## config.mk

```make
export PLATFORM = sky130hd
export DESIGN_NAME = stopwatch_ctrl
export DESIGN_NICKNAME = d
export VERILOG_FILES = /design/src/rtl/stopwatch_pkg.sv /design/src/rtl/stopwatch_ctrl_key_debounce.sv /design/src/rtl/stopwatch_ctrl.sv
export SDC_FILE = /design/constraint.sdc
export NUM_CORES = 1
export LEC_CHECK = 0
export ABC_AREA = 1
export CORE_UTILIZATION = 35
export CTS_BUF_LIST = sky130_fd_sc_hd__clkbuf_16
export DETAILED_ROUTE_END_ITERATION = 16
export GPL_ROUTABILITY_DRIVEN = 0
export SETUP_SLACK_MARGIN = 0.02
export SYNTH_ARGS = -nofsm -noshare
export SYNTH_HDL_FRONTEND = slang
export SYNTH_HIERARCHICAL = 1
export SYNTH_SLANG_ARGS = --single-unit
```

## constraint.sdc

```tcl
create_clock -name CLOCK_50 -period 1.4 [get_ports CLOCK_50]
set_input_delay 0.28 -clock CLOCK_50 [delete_from_list [all_inputs] [get_ports CLOCK_50]]
set_output_delay 0.28 -clock CLOCK_50 [all_outputs]
set_load 0.05 [all_outputs]
```

## src/rtl/stopwatch_pkg.sv

```systemverilog
// Shared definitions for the stopwatch control block: state encoding and
// default / reduced timing constants.
package stopwatch_pkg;

  typedef enum logic [1:0] {
    IDLE  = 2'b00,
    RUN   = 2'b01,
    PAUSE = 2'b10,
    LAP   = 2'b11
  } sw_state_t;

  // Board timing at CLOCK_50: 1 s tick, 20 ms key debounce.
  localparam int TICK_DIV_DEF     = 50_000_000;
  localparam int DEBOUNCE_CYC_DEF = 1_000_000;

  // Reduced values so simulation reaches interesting behaviour quickly.
  localparam int SIM_TICK_DIV     = 10;
  localparam int SIM_DEBOUNCE_CYC = 4;

endpackage

```

## src/rtl/stopwatch_ctrl_key_debounce.sv

```systemverilog
// Push-button conditioning: 2-FF synchronizer, stable-level debounce and a
// one-cycle press pulse on the accepted released->pressed transition.
module key_debounce
  import stopwatch_pkg::*;
#(
  parameter int DEBOUNCE_CYC = DEBOUNCE_CYC_DEF
) (
  input  logic CLOCK_50,
  input  logic RESET,
  input  logic key_n,
  output logic press
);

  localparam int CW = $clog2(DEBOUNCE_CYC + 1);

  logic          sync1, sync2;
  logic [1:0]    fill;
  logic          stable, stable_d;
  logic          armed;
  logic [CW-1:0] db_cnt;

  // Synchronize the raw key; fill marks when sync2 carries a real sample
  // rather than the reset preset.
  always_ff @(posedge CLOCK_50 or posedge RESET) begin
    if (RESET) begin
      sync1 <= 1'b1;
      sync2 <= 1'b1;
      fill  <= 2'b00;
    end else begin
      sync1 <= key_n;
      sync2 <= sync1;
      fill  <= {fill[0], 1'b1};
    end
  end

  // Accept a new level only after DEBOUNCE_CYC consecutive mismatched cycles.
  always_ff @(posedge CLOCK_50 or posedge RESET) begin
    if (RESET) begin
      stable <= 1'b1;
      db_cnt <= '0;
    end else if (sync2 == stable) begin
      db_cnt <= '0;
    end else if (db_cnt == CW'(DEBOUNCE_CYC - 1)) begin
      stable <= sync2;
      db_cnt <= '0;
    end else begin
      db_cnt <= db_cnt + CW'(1);
    end
  end

  // Registered falling-edge pulse. A key already held through reset is
  // accepted silently; presses count only once the key was seen released.
  always_ff @(posedge CLOCK_50 or posedge RESET) begin
    if (RESET) begin
      stable_d <= 1'b1;
      armed    <= 1'b0;
      press    <= 1'b0;
    end else begin
      stable_d <= stable;
      armed    <= armed | (fill[1] & sync2);
      press    <= armed & stable_d & ~stable;
    end
  end

endmodule

```

## src/rtl/stopwatch_ctrl.sv

```systemverilog
// Stopwatch control: key events, run/pause/lap/clear FSM and 1 Hz prescaler
// driving the mm:ss counter and display hold.
//
//   state | meaning
//   IDLE  | stopped, counter holds last value (or cleared)
//   RUN   | counting, display live
//   PAUSE | counting suspended, prescaler phase kept
//   LAP   | counting, display frozen
module stopwatch_ctrl
  import stopwatch_pkg::*;
#(
  parameter int TICK_DIV     = TICK_DIV_DEF,
  parameter int DEBOUNCE_CYC = DEBOUNCE_CYC_DEF
) (
  input  logic       CLOCK_50,
  input  logic       RESET,
  input  logic       KEY0,
  input  logic       KEY1,
  output logic       cnt_en,
  output logic       cnt_clr,
  output logic       disp_hold,
  output logic       run_led,
  output logic [1:0] state
);

  localparam int PW = $clog2(TICK_DIV);

  logic          press0, press1;
  logic          ss, lr;
  sw_state_t     cur, nxt;
  logic [PW-1:0] presc, presc_nxt;
  logic          en_nxt, clr_nxt;

  key_debounce #(.DEBOUNCE_CYC(DEBOUNCE_CYC)) u_key0 (
    .CLOCK_50 (CLOCK_50),
    .RESET    (RESET),
    .key_n    (KEY0),
    .press    (press0)
  );

  key_debounce #(.DEBOUNCE_CYC(DEBOUNCE_CYC)) u_key1 (
    .CLOCK_50 (CLOCK_50),
    .RESET    (RESET),
    .key_n    (KEY1),
    .press    (press1)
  );

  // Start/stop has priority; a simultaneous lap/clear press is dropped.
  assign ss = press0;
  assign lr = press1 & ~press0;

  // Next state, prescaler and output pulses. The tick is based on the
  // current state so a wrap coinciding with a stop is still delivered.
  always_comb begin
    nxt       = cur;
    presc_nxt = presc;
    en_nxt    = 1'b0;
    clr_nxt   = 1'b0;
    if (cur == RUN || cur == LAP) begin
      if (presc == PW'(TICK_DIV - 1)) begin
        presc_nxt = '0;
        en_nxt    = 1'b1;
      end else begin
        presc_nxt = presc + PW'(1);
      end
    end
    case (cur)
      IDLE: begin
        if (ss) begin
          nxt       = RUN;
          presc_nxt = '0;
        end else if (lr) begin
          clr_nxt = 1'b1;
        end
      end
      RUN: begin
        if (ss)      nxt = PAUSE;
        else if (lr) nxt = LAP;
      end
      LAP: begin
        if (ss)      nxt = PAUSE;
        else if (lr) nxt = RUN;
      end
      PAUSE: begin
        if (ss) begin
          nxt = RUN;
        end else if (lr) begin
          nxt     = IDLE;
          clr_nxt = 1'b1;
        end
      end
      default: nxt = IDLE;
    endcase
  end

  // State, prescaler and registered outputs.
  always_ff @(posedge CLOCK_50 or posedge RESET) begin
    if (RESET) begin
      cur       <= IDLE;
      presc     <= '0;
      cnt_en    <= 1'b0;
      cnt_clr   <= 1'b0;
      disp_hold <= 1'b0;
      run_led   <= 1'b0;
    end else begin
      cur       <= nxt;
      presc     <= presc_nxt;
      cnt_en    <= en_nxt;
      cnt_clr   <= clr_nxt;
      disp_hold <= (nxt == LAP);
      run_led   <= (nxt == RUN) || (nxt == LAP);
    end
  end

  assign state = cur;

endmodule

```

==> impl_metrics.toml, run 1 <==
[run_status]
outcome = "complete, but fails checks"
violations = "negative setup slack"

[min_path]
hp-class = "input port to register"

[job]
drv_cap = 0

[floorplanning]
coreArea_mm2 = 0.0133
die_h_um = 119
ios = 10
die-width_um = 119
start_util = 0.361
die_area_mm2 = 0.0142
rows = 42

[power_and_ir_drop]
power_density_mw_per_mm2 = 852
peakVddDrop_mv = 0.715
leakagePower_uw = 0.00267

[place]
dp_hpwl_mm = 7.17
port_buffers = 9
place_area_mm2 = 0.00545
place_inst = 800

[synthesis]
avgSynthCellArea_um2 = 8.20
ys_types = 34
yosysWarnings = 6
syn_inst = 585
syn_nets = 592
netlist_area_mm2 = 0.00480
synth-seq-area-share = 0.461
ys_ff_latch = 88

[routing]
first_iter_violations = 207
drc_errors = 0
vias = 3955
vias_per_cell = 4.68
ant_nets = 0
drt_first_pass_iters = 4
drt_wl_total_mm = 10.3
wire_per_inst_um = 12.2

[clocking]
insertion_delay_ns = 0.34
numCtsBuffers = 9
clk_pin_slew_ns = 0.06
cts_tree = "yes"
holdBufCountCts = 0
cts_buffer_depth = 2
cts_max_level = 3
numClockSinks = 88
clockRootBuffer = "clkbuf_16"

[cells_and_area]
drive_gt1_frac = 0.330
stdcell_count = 845
nFillCells = 1249
final_area_mm2 = 0.00620
syn_to_final_growth_pct = 29.3
antenna_cells = 0
final_net_count = 671

[sta]
finalSetupTns_ns = -0.0758
fin_crit_ns = 1.42
worst_slack_ns = -0.0214
setup_viol = 12
rsz0062_at_grt = "yes"
slew_viol_final = 0
finalCritPeriodShare = 1.02
max_freq_mhz = 704
hold_viol = 0
finalClockSkew_ns = 0.00718

[grt]
track_usage = 0.157
antenna_found_initial = 0
grt_max_degree = 33
overflow = 0
grt_pass1_vias = 3958
grt_pass1_wl_mm = 17.9

[setup_path]
crit_path_end_kind = "register"
cp.arrival_ns = 1.65
crit_path_start_kind = "register"
crit_path_max_fanout = 5
required_ns = 1.63
path_class = "register to register"
cp_slowest_cell = "dfrtp_1"
cp_slowest_stage_delay_ns = 0.41
path_cells = "ha_4 > nand2_4 > nor2_4 > nand2_4 > nor2_4 > nand4_1 > nand2_2 > nor2_1"
cell usage in the layout (no fill, tap or decap), types with 2 or more instances in the layout:
master,count
ha_4,2
nor2_1,114
buf_4,46
clkinvlp_4,2
inv_2,18
xor2_2,2
or2_1,2
o21ai_1,5
dfrtp_1,77
clkbuf_16,9
inv_1,50
nand3_4,6
a31oi_1,3
dfstp_2,8
xor2_1,17
nor3_2,4
buf_12,9
nor2_4,24
nand4_1,15
xnor2_1,9
conb_1,2
dfrtp_2,3
a21oi_1,13
nand3_2,6
o21ai_2,2
nor2_2,26
buf_6,10
nand3_1,26
nand2_1,90
nand2_8,2
nor3b_1,2
clkdlybuf4s50_1,3
nor3_1,11
nand2_4,7
nand2_2,31
bufinv_16,2
clkinv_1,3
o21bai_1,3
area by class of cell:
type | count | area [um^2] | share of cell area
Multi-Input combinational cell | 428 | 2530 | 0.407
Sequential cell | 88 | 2220 | 0.357
Timing Repair Buffer | 68 | 668 | 0.108
Inverter | 69 | 259 | 0.0418
Clock buffer | 9 | 225 | 0.0363
Tap cell | 176 | 220 | 0.0355
Clock inverter | 7 | 87.6 | 0.0141
final timing paths:
check | start | to | slack, ns | cells past startpoint
setup / recovery | presc[0] | presc[16] | -0.02 | 8
hold / removal | KEY1 | u_key1/sync1 | 0.34 | 1
setup reg to reg | presc[0] | presc[16] | -0.02 | 8
hold reg to reg | u_key0/fill[0] | u_key0/fill[1] | 0.35 | 0
max in group asynchronous | RESET | u_key1/sync1 | 0.75 | 3
min in group asynchronous | RESET | u_key0/db_cnt[18] | 0.41 | 3
through the flow:
step	total power, uW	util	hold slack, ns	setup slack (ns)
2_1_floorplan	2730	-	0.284	-0.0686
3_3_place_gp	2790	0.410	0.331	-0.124
3_5_place_dp	2800	0.410	0.335	-0.174
4_1_cts	5360	0.446	0.327	0.00246
5_1_grt	5520	0.467	0.343	-0.0870
6_report	5280	0.467	0.342	-0.0214
cells in the mapped netlist, drive strengths merged:
cell    number  area (um^2)
dfrtp       80         2000
dfstp        8          210
nor3        15         85.1
clkinv       2         7.51
a31oi        3         18.8
buf          2         27.5
o21bai       3         22.5
o21ai        8         47.6
a21oi       13         65.1
nand3       38          250
mux2i        1         10.0
nand4       15         93.8
xor2        19          181
inv         67          251
nand2      129          574
or2          2         12.5
o21a         1         7.51
ha           3         37.5
nor2       163          792
nor3b        2         15.0
xnor2        9         78.8
conb         2         7.51
registers in the layout (all words and copies together), names as in the netlist:
signal / count
u_key0/armed: 1
u_key1/sync2: 1
u_key0/sync1: 1
u_key0/stable: 1
cnt_en: 1
cnt_clr: 1
u_key0/stable_d: 1
u_key1/press: 1
u_key0/sync2: 1
u_key1/armed: 1
presc: 26
u_key0/db_cnt: 20
run_led: 1
u_key1/db_cnt: 20
u_key1/sync1: 1
u_key0/press: 1
u_key1/stable_d: 1
disp_hold: 1
u_key1/fill: 2
u_key1/stable: 1
u_key0/fill: 2
state: 2
worst max-delay path, delay by kind of cell, from the launching register on:
kind	cells	cell delay (ns)
AND/OR/NAND/NOR	7	0.73
flip-flops	1	0.41
adder cells (fa/ha/maj)	1	0.17
routing by layer:
layer  global-route usage  part of all wire  routed length, um  up-vias
met2                0.265              0.51               5210       47
li1                     -                 -                  -     1994
met5                    0                 0                  0        -
met1                0.196              0.45               4660     1905
met4               0.0530             0.013                131        0
met3               0.0398             0.030                314        9
power by group:
group,internal (uW),leakage (uW),switching [uW],total [uW]
logic,68.2,0.00135,108,177
clock network,1550,0.000150,965,2510
registers,2570,0.00117,21.5,2600
total,4190,0.00267,1090,5280
cells by family after synthesis:
logic type / share of synthesized area
muxes: 0.00209
AOI/OAI and AO/OA: 0.0336
other: 0.00157
DFF: 0.461
adders and majority gates: 0.00782
and+or+nand+nor: 0.380
xor gates and xnor gates: 0.0542
buffers and inverters: 0.0597
timing repair:
| action | in CTS | in global routing |
|---|---|---|
| gates resized for setup | 20 | 44 |
| endpoints found under the hold margin | 0 | 0 |
| buffers inserted | 10 | 17 |
| pin swaps | 20 | 34 |
| cloned | 2 | 0 |
| setup endpoints to repair | 37 | 41 |
(Power assumes the default switching activity.)
==> run 2: changes to the inputs <==
- CORE_UTILIZATION: 35 -> 56
- PLACE_DENSITY: unset -> 0.73
==> run 2 against run 1 <==
Net effect:
- the flow still finishes with violations (negative setup slack)
- power is 4.5% lower
- wire length is 5.8% higher
- largest power group unchanged
- sequential share of layout area grew 1.1 points
- critical path type unchanged
- non-clock buffer count shrank 19
==> impl_metrics.toml, run 2 (synthesized netlist as in run 1, its figures left out) <==
[routing]
ant_nets = 0
vias = 3997
drt_first_pass_iters = 5
vias_per_cell = 5.29
first_iter_violations = 181
drt_wl_total_mm = 10.9
wire_per_inst_um = 14.4
drc_errors = 0

[setup_path]
rr_endpoint = "presc[21]"
cp_slowest_cell = "dfrtp_2"
reg2reg_slack_ns = -0.1
r2r-start = "presc[11]"
cpMostUsedCell = "nor2_4"
crit_path_start_kind = "register"
cp.arrival_ns = 1.72
crit_path_max_fanout = 8
r2r_cells = 9
cp_slowest_stage_delay_ns = 0.45
required_ns = 1.63
crit_path_end_kind = "register"
path_cells = "nor2_1 > nand2_1 > nor2_4 > nand2_2 > nor2_4 > nor2_4 > buf_8 > nand2_2 > nor2_1"
path_class = "register to register"

[sta]
hold_viol = 0
slew_viol_final = 0
finalClockSkew_ns = 0.0108
finalCritPeriodShare = 1.07
rsz0062_at_grt = "yes"
whs_ns = 0.336
fin_crit_ns = 1.50
setup_viol = 22
worst_slack_ns = -0.0967
max_freq_mhz = 668

[cells_and_area]
mostFrequentLayoutCells = "106 x nor2_1, 89 x nand2_1, 71 x dfrtp_1, 53 x inv_1"
antenna_cells = 0
final_net_count = 652
nFillCells = 610
stdcell_count = 755
regMostFlops = "presc"
final_area_mm2 = 0.00604
drive_gt1_frac = 0.337
reg.largest.list = "presc x26, u_key0/db_cnt x20, u_key1/db_cnt x20"
regArea_mm2 = 0.00222
syn_to_final_growth_pct = 25.8
multi_input_area_mm2 = 0.00262
final_common_cell = "nor2_1"
largest_register_ffs = 26

[place]
place_inst = 722
port_buffers = 9
dp_hpwl_mm = 7.07
place_area_mm2 = 0.00531

[power_and_ir_drop]
power_density_mw_per_mm2 = 836
leakagePower_uw = 0.00259
peakVddDrop_mv = 0.737

[floorplanning]
die-width_um = 94.6
ios = 10
start_util = 0.581
rows = 33
die_area_mm2 = 0.00894
die_h_um = 94.6
coreArea_mm2 = 0.00826

[min_path]
hp-class = "input port to register"
min-delay-start = "KEY0"
min_to = "u_key0/sync1"
holdPathStages = 1

[clocking]
cts_buffer_depth = 2
clk_pin_slew_ns = 0.07
clockRootBuffer = "clkbuf_16"
numCtsBuffers = 9
insertion_delay_ns = 0.35
cts_max_level = 3
holdBufCountCts = 0
cts_tree = "yes"
numClockSinks = 88

[run_status]
violations = "negative setup slack"
outcome = "complete, but fails checks"

[grt]
antenna_found_initial = 0
grt_max_degree = 33
track_usage = 0.259
grt_pass1_wl_mm = 17.7
overflow = 0
grt_pass1_vias = 3932

[job]
drv_cap = 0
run 2: changes by cell type in the layout (fill, tap and decap cells not counted), moves of 5 or more:
cell / delta
buf_4: -17
nor2_1: -8
dfrtp_1: -6
dfrtp_2: +6
nand2_4: +6
nor2_4: +5
run 2: where the power goes:
| group | total [uW] | leakage, uW | switching [uW] | internal (uW) |
|---|---|---|---|---|
| clock network | 2280 | 0.000134 | 1060 | 1220 |
| registers | 2600 | 0.00116 | 22.7 | 2570 |
| logic | 170 | 0.00129 | 108 | 62.1 |
run 2: cell type report:
cell class                      instances  area share
Clock buffer                            9      0.0373
Clock inverter                          7     0.00891
Inverter                               69      0.0433
Multi-Input combinational cell        428       0.434
Sequential cell                        88       0.368
Tap cell                              105      0.0218
Timing Repair Buffer                   49      0.0864
run 2: how the worst max path moves through the flow:
stage / startpoint / to
3_3_place_gp: presc[0] / presc[12]
3_5_place_dp: presc[0] / presc[10]
4_1_cts: presc[0] / presc[19]
5_1_grt: state[0] / presc[21]
2_1_floorplan: state[0] / presc[16]
6_report: presc[11] / presc[21]
run 2: through the flow:
| step | total power (uW) | TNS (ns) | utilization | setup WS (ns) |
|---|---|---|---|---|
| after global placement | 2790 | -1.19 | 0.643 | -0.110 |
| after global routing | 5220 | -2.84 | 0.731 | -0.160 |
| after CTS | 5060 | -0.0201 | 0.693 | -0.00862 |
| after floorplan | 2730 | -0.679 | - | -0.0686 |
| after detailed placement | 2790 | -2.32 | 0.643 | -0.172 |
| final | 5050 | -1.44 | 0.731 | -0.0967 |
run 2: timing repair:
item,4_1_cts,5_1_grt
setup buffers,7,8
gates resized for setup,22,68
pin swaps,12,31
gates cloned,2,0
setup endpoints to repair,29,51
run 2: critical path: cells and delay by family, from the launching register on:
family	cells	cell delay, ns
AND/OR/NAND/NOR	8	0.78
flip-flops	1	0.45
buffers and inverters	1	0.15
run 2: routing by layer:
metal / routed length (um) / up-vias / track usage / part of all wire
met5: 0 / - / 0 / 0
met3: 387 / 35 / 0.0378 / 0.035
met1: 4670 / 1911 / 0.320 / 0.43
li1: - / 1956 / - / -
met2: 5460 / 95 / 0.442 / 0.50
met4: 393 / 0 / 0.131 / 0.036
==> run 3: changes to the inputs <==
- SLEW_MARGIN: unset -> 20
==> results of run 3 <==
Final layout, timing and power as in run 2 (identical DEF).
